**config.mk**
```make
export PLATFORM = sky130hd
export DESIGN_NAME = pemstat_sched
export DESIGN_NICKNAME = d
export VERILOG_FILES = /design/src/rtl/pemstat_sched.sv
export SDC_FILE = /design/constraint.sdc
export NUM_CORES = 1
export LEC_CHECK = 0
export CAP_MARGIN = 40
export CORE_MARGIN = 2
export CORE_UTILIZATION = 45
export CTS_BUF_LIST = sky130_fd_sc_hd__clkbuf_16
export DETAILED_ROUTE_END_ITERATION = 8
export DONT_BUFFER_PORTS = 1
export PLACE_DENSITY_LB_ADDON = 0.05
export SYNTH_ARGS = -nofsm -noshare
export SYNTH_HDL_FRONTEND = slang
export SYNTH_SLANG_ARGS = --single-unit
```
**constraint.sdc**
```tcl
create_clock -name clk -period 46.9 [get_ports clk]
set_input_delay 4.69 -clock clk [delete_from_list [all_inputs] [get_ports clk]]
set_output_delay 4.69 -clock clk [all_outputs]
set_load 0.03 [all_outputs]
```
**src/rtl/pemstat_sched.sv**
```systemverilog
// pemstat_sched: owner of the MAC statistics counter bank.
// Round-robin schedules requester increments and host read/write accesses
// onto one shared add datapath (arbitrate -> read -> add/write), forwarding
// the S2 write value into S1 so back-to-back ops on one index stay exact.
module pemstat_sched #(
  parameter int NUM_REQ = 4,
  parameter int CNT_AW  = 4,
  parameter int CNT_W   = 24,
  parameter int INC_W   = 16
) (
  input  logic                      clk,
  input  logic                      reset,
  input  logic [NUM_REQ-1:0]        req_valid,
  output logic [NUM_REQ-1:0]        req_ready,
  input  logic [NUM_REQ*CNT_AW-1:0] req_idx,
  input  logic [NUM_REQ*INC_W-1:0]  req_inc,
  input  logic                      host_rd,
  input  logic                      host_wr,
  input  logic [CNT_AW-1:0]         host_idx,
  input  logic [30:0]               host_wdata,
  input  logic                      rd_clr_en,
  output logic                      host_ack,
  output logic [30:0]               host_rdata,
  output logic [2**CNT_AW-1:0]      ovf,
  input  logic                      ovf_clr,
  input  logic [CNT_AW-1:0]         ovf_clr_idx
);

  localparam int NUM_CNT = 2**CNT_AW;
  localparam int PTR_W   = (NUM_REQ > 1) ? $clog2(NUM_REQ) : 1;
  localparam logic [PTR_W:0] NREQ = (PTR_W+1)'(NUM_REQ);

  typedef enum logic [1:0] {
    OP_INC = 2'd0,
    OP_RD  = 2'd1,
    OP_WR  = 2'd2
  } op_e;

  logic [PTR_W-1:0]   rr_ptr;
  logic               host_busy;
  logic               host_go;
  logic [NUM_REQ-1:0] req_rot;
  logic               grant_any;
  logic [PTR_W-1:0]   grant_off;
  logic [PTR_W-1:0]   grant_id;
  logic [PTR_W-1:0]   ptr_next;
  logic [PTR_W:0]     win_sum;
  logic [PTR_W:0]     nxt_sum;

  logic               a_valid;
  op_e                a_op;
  logic [CNT_AW-1:0]  a_idx;
  logic [CNT_W-1:0]   a_opnd;

  logic               s1_valid;
  op_e                s1_op;
  logic [CNT_AW-1:0]  s1_idx;
  logic [CNT_W-1:0]   s1_opnd;
  logic [CNT_W-1:0]   s1_old;

  logic               s2_valid;
  op_e                s2_op;
  logic [CNT_AW-1:0]  s2_idx;
  logic [CNT_W-1:0]   s2_opnd;
  logic [CNT_W-1:0]   s2_old;
  logic [CNT_W:0]     s2_sum;
  logic [CNT_W-1:0]   s2_wval;

  logic [CNT_W-1:0]   cnt [NUM_CNT];

  // Upper load bits are don't-care for a 24-bit counter.
  logic host_wdata_unused;
  assign host_wdata_unused = ^host_wdata[30:CNT_W];

  assign host_go = (host_rd | host_wr) & ~host_busy;

  // Round-robin search: rotate valids so the pointer sits at bit 0, take the lowest set bit.
  always_comb begin
    req_rot   = NUM_REQ'({req_valid, req_valid} >> rr_ptr);
    grant_any = 1'b0;
    grant_off = '0;
    for (int i = NUM_REQ-1; i >= 0; i--) begin
      if (req_rot[i]) begin
        grant_any = 1'b1;
        grant_off = PTR_W'(i);
      end
    end
    win_sum = {1'b0, rr_ptr} + {1'b0, grant_off};
    if (win_sum >= NREQ) win_sum = win_sum - NREQ;
    grant_id = win_sum[PTR_W-1:0];
    nxt_sum  = win_sum + (PTR_W+1)'(1);
    if (nxt_sum >= NREQ) nxt_sum = nxt_sum - NREQ;
    ptr_next = nxt_sum[PTR_W-1:0];
  end

  // Stage A issue mux: host first, then the round-robin winner, else a bubble.
  always_comb begin
    req_ready = '0;
    a_valid   = 1'b0;
    a_op      = OP_INC;
    a_idx     = '0;
    a_opnd    = '0;
    if (host_go) begin
      a_valid = 1'b1;
      a_op    = host_rd ? OP_RD : OP_WR;
      a_idx   = host_idx;
      a_opnd  = host_wdata[CNT_W-1:0];
    end else if (grant_any) begin
      a_valid = 1'b1;
      for (int k = 0; k < NUM_REQ; k++) begin
        if (grant_id == PTR_W'(k)) begin
          req_ready[k] = ~reset;
          a_idx        = req_idx[k*CNT_AW +: CNT_AW];
          a_opnd       = CNT_W'(req_inc[k*INC_W +: INC_W]);
        end
      end
    end
  end

  // Issue register, RR pointer and host busy flag (held through the ack cycle).
  always_ff @(posedge clk or posedge reset) begin
    if (reset) begin
      s1_valid  <= 1'b0;
      s1_op     <= OP_INC;
      s1_idx    <= '0;
      s1_opnd   <= '0;
      rr_ptr    <= '0;
      host_busy <= 1'b0;
    end else begin
      s1_valid <= a_valid;
      s1_op    <= a_op;
      s1_idx   <= a_idx;
      s1_opnd  <= a_opnd;
      if (!host_go && grant_any) rr_ptr <= ptr_next;
      if (host_go) host_busy <= 1'b1;
      else if (host_ack) host_busy <= 1'b0;
    end
  end

  // S1 read with bypass of the value S2 is writing this cycle.
  always_comb begin
    s1_old = cnt[s1_idx];
    if (s2_valid && (s2_idx == s1_idx)) s1_old = s2_wval;
  end

  // S1 -> S2 pipeline register.
  always_ff @(posedge clk or posedge reset) begin
    if (reset) begin
      s2_valid <= 1'b0;
      s2_op    <= OP_INC;
      s2_idx   <= '0;
      s2_opnd  <= '0;
      s2_old   <= '0;
    end else begin
      s2_valid <= s1_valid;
      s2_op    <= s1_op;
      s2_idx   <= s1_idx;
      s2_opnd  <= s1_opnd;
      s2_old   <= s1_old;
    end
  end

  // S2 result: wrapped sum for increments, clear/keep for reads, load for writes.
  always_comb begin
    s2_sum = {1'b0, s2_old} + {1'b0, s2_opnd};
    case (s2_op)
      OP_INC:  s2_wval = s2_sum[CNT_W-1:0];
      OP_RD:   s2_wval = rd_clr_en ? '0 : s2_old;
      default: s2_wval = s2_opnd;
    endcase
  end

  // Counter writeback, read data capture and host completion pulse.
  always_ff @(posedge clk or posedge reset) begin
    if (reset) begin
      for (int i = 0; i < NUM_CNT; i++) cnt[i] <= '0;
      host_ack   <= 1'b0;
      host_rdata <= '0;
    end else begin
      if (s2_valid) cnt[s2_idx] <= s2_wval;
      host_ack <= s2_valid && (s2_op != OP_INC);
      if (s2_valid && (s2_op == OP_RD)) host_rdata <= 31'(s2_old);
    end
  end

  // Sticky overflow flags; a clear on the same index as a new overflow wins.
  always_ff @(posedge clk or posedge reset) begin
    if (reset) begin
      ovf <= '0;
    end else begin
      if (s2_valid && (s2_op == OP_INC) && s2_sum[CNT_W]) ovf[s2_idx] <= 1'b1;
      if (ovf_clr) ovf[ovf_clr_idx] <= 1'b0;
    end
  end

endmodule
```
==> impl_metrics.json, run 1 <==
{
  "clockRootBuffer": "clkbuf_16",
  "synth_xor_xnor_area_share": 0.00849,
  "nNetsFinal": 2298,
  "synthFlopType": "dfrtp_1",
  "grt_pass1_vias": 16200,
  "wl_per_cell_um": 22.3,
  "worst_pin_slew_ns": 0.891,
  "setup_tns_ns": 0,
  "num_antenna_cells": 0,
  "status": "complete, no violations",
  "critPathKind": "input pin to primary output",
  "report.final.slew_viol_count": 0,
  "worstSetupStartpoint": "req_valid[1]",
  "critPathSlowestCell": "ha_1",
  "hpwl_um": 41600,
  "reg2reg_from": "rr_ptr[0]$_DFFE_PP0P_",
  "yosysSeqAreaShare": 0.542,
  "endpoint_kind": "primary output",
  "drtIter0Drc": 1075,
  "post_cts_buffers": 0,
  "grt_overflow": 0,
  "synth_commonest_cells": "514 x dfrtp_1, 417 x nand2_1, 389 x o21ai_0",
  "vias_per_cell": 5.69,
  "holdWs_ns": 0.344,
  "dieArea_um2": 54600,
  "drive_above_1_share": 0.161,
  "synth_compound_area_frac": 0.155,
  "nFillCells": 4759,
  "final-hold-violation-count": 0,
  "dr.pass1.iters": 5,
  "crit_chain": "inv_1 -> or3_1 -> o21ai_0 -> o21ai_0 -> o221ai_1 -> ha_1 -> xor2_1 -> xor2_1 -> inv_1 -> ha_1 -> and3_1",
  "power_density_nw_per_um2": 87.1,
  "die_height_um": 234,
  "critPathLaunchType": "input pin",
  "gp_congestion": 0.905,
  "cts_hold_buffers": 0,
  "cts_buffers": 56,
  "seq_power_share": 0.353,
  "syn-cell-area_um2": 23700,
  "synth_adder_area_share": 0.0161,
  "clock-sinks": 514,
  "finalCritPeriodShare": 0.248,
  "vias": 16400,
  "r2r_slack_ns": 43.27,
  "rsz0062_at_grt": "no",
  "ys_ff_latch": 514,
  "drc": 0,
  "crit_arrival_ns": 6.96,
  "synth_top_area_share": 0.542,
  "timing.fmax_ghz": 0.0858,
  "ir_drop_uv": 50.2,
  "fin_util": 0.506,
  "ant_nets": 0,
  "grt_use_total": 0.239,
  "combPwrFrac": 0.461,
  "clkTransAtPathRegs_ns": 0.06,
  "fin_worst_skew_ns": 0.0198,
  "synth_top_family_by_area": "compound AO/OA/AOI/OAI gates",
  "htree_levels": 2,
  "intPower_mw": 1.34,
  "finalInstanceArea_um2": 26500,
  "clkLatencyLatePin_ns": 0.62,
  "crit_buf_inv": 2,
  "switching_share": 0.418,
  "slew_headroom": 0.406,
  "syn-instance-count": 2183,
  "period_minus_slack_ns": 11.65,
  "synth_async_sr_flop_share": 1.00,
  "place_area_um2": 24700,
  "area_growth_pct": 11.6,
  "leakagePower_nw": 11.7,
  "path_delay_family": "simple AND/OR/NAND/NOR gates",
  "grt_pass1_wl_um": 98800,
  "slowest_delay_ns": 0.61,
  "core_region_area_um2": 52300,
  "wirelength_um": 64100,
  "worst-path-stages": 11,
  "fp.dieW_um": 234,
  "crit_fanout": 22,
  "rr_worst_depth": 16,
  "pre_cts_slack_ns": 35.26,
  "yosysMostFrequentCell": "dfrtp_1",
  "grt_max_degree": 148,
  "synth.largest_area_cell": "dfrtp_1",
  "initial_core_util": 0.453,
  "r2r_end": "s1_opnd[9]$_DFF_PP0_",
  "ioPinCount": 181,
  "setup_ws_ns": 35.25,
  "cts_resized": 0,
  "port_buffers": 0,
  "p_sw_uw": 964,
  "clk_path_buf_depth": 3,
  "cts_tree": "yes",
  "syn_avg_cell_area_um2": 10.9,
  "crit_required_ns": 42.21,
  "yosys.cell_types.count": 63,
  "synthMuxAreaShare": 0.142,
  "core.rowCount": 84,
  "crit_end": "req_ready[1]",
  "setup_viol": 0,
  "clkPwrFrac": 0.186,
  "antenna_found_initial": 2,
  "hp-class": "register to register",
  "synth.area.top_cells": "dfrtp_1 54%, mux4_2 11%, o21ai_0 8.2%",
  "cap_violations": 0,
  "synth_edf_count": 0,
  "synth_warnings": 0,
  "synthSimpleGateAreaFrac": 0.103
}
## power by group through the flow
stage / Combinational (mW) / Sequential [mW] / Clock (mW)
after detailed placement: 1.07 / 0.824 / 0
after global routing: 1.19 / 0.841 / 0.456
after CTS: 1.07 / 0.817 / 0.440
after floorplan: 0.785 / 0.763 / 0
after global placement: 1.03 / 0.814 / 0
final: 1.06 / 0.815 / 0.428
## metal layers
metal  up-vias  routed length [µm]  GRT usage
li1       7670                   -          -
met2       287               31200      0.394
met5         -                   0          0
met3        75                2520     0.0311
met1      8332               28900      0.333
met4         0                1460     0.0672
## cells by family after synthesis
group                      after synthesis
other                                    1
buffers and inverters                  196
muxes                                  184
xor gates and xnor gates                23
and+or+nand+nor                        590
DFF                                    514
AOI/OAI and AO/OA                      645
adders and majority gates               30
## registers in the layout, summed over array words and instances, names as in the netlist
signal and count:
ovf 16, s2_idx 4, s1_op 2, cnt 384, host_ack 1, s1_opnd 24, s2_opnd 24, s2_valid 1
host_rdata 24, rr_ptr 2, s1_valid 1, host_busy 1, s1_idx 4, s2_old 24, s2_op 2
## cell usage in the layout, fill, tap and decap left out, drive strengths merged, types with 5 or more instances in the layout
master	count
dfrtp	514
nand2	417
o21ai	409
a21oi	122
mux4	118
buf	71
nor2	65
clkbuf	57
mux2	43
clkinv	30
ha	29
inv	28
nand3	26
a22oi	25
mux2i	23
a22o	23
nor3	22
and2	14
a2bb2oi	14
xor2	13
and3	12
xnor2	10
nor2b	10
nand2b	10
conb	7
a21o	6
a221o	6
nand4	5
a222oi	5
o21a	5
bufinv	5
## layout make-up
class | instances | area (µm²) | share of cell area
sequential | 514 | 12900 | 0.486
multi-input combinational | 1479 | 10200 | 0.384
clock buffer | 57 | 1430 | 0.0539
tap | 688 | 861 | 0.0325
timing repair buffer | 71 | 722 | 0.0273
clock inverter | 49 | 359 | 0.0136
inverter | 17 | 71.3 | 0.00269
## per-stage QoR
stage / std cells / power (mW)
after global placement: 2751 / 1.84
after global routing: 2875 / 2.48
after detailed placement: 2769 / 1.90
after floorplan: 2189 / 1.55
after CTS: 2875 / 2.33
final: 2875 / 2.31
## how the worst min path moves through the flow
stage / slack, ns / depth (start not counted) / end / start
5_1_grt: 0.35 / 0 / s2_op[0]$_DFF_PP0_ / s1_op[0]$_DFF_PP0_
6_report: 0.34 / 0 / s2_opnd[19]$_DFF_PP0_ / s1_opnd[19]$_DFF_PP0_
4_1_cts: 0.35 / 0 / s2_opnd[19]$_DFF_PP0_ / s1_opnd[19]$_DFF_PP0_
3_3_place_gp: 0.33 / 0 / s2_op[1]$_DFF_PP0_ / s1_op[1]$_DFF_PP0_
3_5_place_dp: 0.33 / 0 / s2_op[1]$_DFF_PP0_ / s1_op[1]$_DFF_PP0_
2_1_floorplan: 0.33 / 0 / s2_op[0]$_DFF_PP0_ / s1_op[0]$_DFF_PP0_
(Power assumes the default switching activity.)
==> run 2, diff against run 1 <==
Clock period 46.9 ns to 10.48 ns, I/O delays scaled along.
==> impl_metrics.json, run 2 (synthesis results as in run 1) <==
{
  "cts_buffers": 55,
  "grt_use_total": 0.241,
  "grt_max_degree": 163,
  "post_cts_buffers": 0,
  "hp-class": "register to register",
  "crit_chain": "or3_1 -> o21ai_0 -> o21ai_0 -> o221ai_1 -> ha_1 -> xor2_1 -> xor2_1 -> inv_1 -> ha_1 -> and3_2",
  "num_antenna_cells": 0,
  "antenna_found_initial": 2,
  "vias_per_cell": 5.70,
  "critPathSlowestCell": "ha_1",
  "final-hold-violation-count": 0,
  "ir_drop_uv": 201,
  "ioPinCount": 181,
  "report.final.slew_viol_count": 0,
  "whs_path_depth": 0,
  "timing.fmax_ghz": 0.225,
  "hpwl_um": 41200,
  "clock-sinks": 514,
  "drtIter0Drc": 1202,
  "fp.dieW_um": 234,
  "dr.pass1.iters": 6,
  "setup_ws_ns": 6.04,
  "cts_resized": 0,
  "place_area_um2": 24600,
  "vias": 16300,
  "clk_path_buf_depth": 3,
  "fin_worst_skew_ns": 0.0153,
  "cap_violations": 0,
  "largest-register": "cnt",
  "crit_buf_inv": 1,
  "grt_pass1_vias": 16200,
  "r2r_slack_ns": 6.60,
  "ant_nets": 0,
  "port_buffers": 0,
  "die_height_um": 234,
  "power_density_nw_per_um2": 389,
  "endpoint_kind": "primary output",
  "dieArea_um2": 54600,
  "initial_core_util": 0.453,
  "grt_overflow": 0,
  "finalCritPeriodShare": 0.423,
  "pre_cts_slack_ns": 6.11,
  "critPathKind": "register to primary output",
  "crit_arrival_ns": 3.39,
  "core_region_area_um2": 52300,
  "worst-path-stages": 10,
  "cts_tree": "yes",
  "cts_hold_buffers": 0,
  "leakagePower_nw": 11.7,
  "rsz0062_at_grt": "no",
  "wirelength_um": 64600,
  "final_cells": 2865,
  "holdWs_ns": 0.347,
  "core.rowCount": 84,
  "wl_per_cell_um": 22.5,
  "nFillCells": 4748,
  "nNetsFinal": 2295,
  "setup_viol": 0,
  "crit_required_ns": 9.43,
  "worst_pin_slew_ns": 0.911,
  "finalInstanceArea_um2": 26300,
  "drive_above_1_share": 0.159,
  "rr_worst_depth": 6,
  "placed_cells": 2767,
  "critPathLaunchType": "register",
  "area_growth_pct": 11.0,
  "clkLatencyLatePin_ns": 0.61,
  "clockRootBuffer": "clkbuf_16",
  "largest_reg_flops": 384,
  "period_minus_slack_ns": 4.44,
  "status": "complete, no violations",
  "htree_levels": 2,
  "final_cell_mix": "510 x dfrtp_1, 414 x nand2_1, 389 x o21ai_0, 118 x a21oi_1, 118 x mux4_2",
  "drc": 0,
  "path_delay_family": "adder cells",
  "slowest_delay_ns": 0.62,
  "slew_headroom": 0.390,
  "layout_commonest_cell": "dfrtp_1",
  "clkTransAtPathRegs_ns": 0.06,
  "gp_congestion": 0.905,
  "crit_fanout": 22,
  "grt_pass1_wl_um": 99100
}
-- run 2: cell types whose count changed in the layout (fill, tap and decap cells not counted), sizes merged --
| cell | before | now |
|---|---|---|
| clkinv | 30 | 17 |
| inv | 28 | 37 |
| clkbuf | 57 | 56 |
| buf | 71 | 69 |
| clkinvlp | 3 | 1 |
| bufinv | 5 | 4 |
-- run 2: worst register-to-register path, delay by kind of cell (launching register included) --
family	cells	cell delay [ns]
AO/OA/AOI/OAI	1	0.19
multiplexers	2	1.12
flip-flops	1	0.86
buffers and inverters	2	1.43
AND/OR/NAND/NOR	1	0.09
-- run 2: power breakdown --
group          internal [mW]  total [mW]  leakage, nW  switching, mW
Clock                   1.06        1.84        0.906          0.788
Combinational           1.94        4.71         4.49           2.77
Sequential              2.93        3.68         6.31          0.742
Total                   5.93        10.2         11.7           4.30
-- run 2: path summary, 6_finish.rpt --
| check | start | endpoint |
|---|---|---|
| worst min-delay path | s1_opnd[17]$_DFF_PP0_ | s2_opnd[17]$_DFF_PP0_ |
| worst max register to register | s1_idx[0]$_DFF_PP0_ | s2_old[2]$_DFF_PP0_ |
| min in group asynchronous | reset | cnt[133]$_DFFE_PP0P_ |
| worst min register to register | s1_opnd[17]$_DFF_PP0_ | s2_opnd[17]$_DFF_PP0_ |
| worst max-delay path | rr_ptr[0]$_DFFE_PP0P_ | req_ready[1] |
| max in group asynchronous | reset | cnt[310]$_DFFE_PP0P_ |
-- run 2: final cells by class --
cell class | instances | area, µm² | share of cell area
Timing Repair Buffer | 69 | 654 | 0.0249
Tap cell | 688 | 861 | 0.0327
Inverter | 17 | 67.6 | 0.00257
Clock inverter | 42 | 289 | 0.0110
Clock buffer | 56 | 1400 | 0.0532
Multi-Input combinational cell | 1479 | 10200 | 0.387
Sequential cell | 514 | 12900 | 0.489
-- run 2: stage by stage --
stage                util  power, mW  TNS, ns
floorplan               -       6.93    -2.05
global placement    0.466       8.26        0
detailed placement  0.471       8.46        0
finish              0.503       10.2        0
global route        0.503       11.0        0
CTS                 0.503       10.3        0
-- run 2: routing by layer --
metal | GRT usage | wire length (µm) | up-vias | share of wire
li1 | - | - | 7667 | -
met4 | 0.0629 | 1380 | 0 | 0.021
met2 | 0.395 | 31600 | 274 | 0.49
met5 | 0 | 0 | - | 0
met1 | 0.341 | 29500 | 8289 | 0.46
met3 | 0.0309 | 2160 | 87 | 0.033
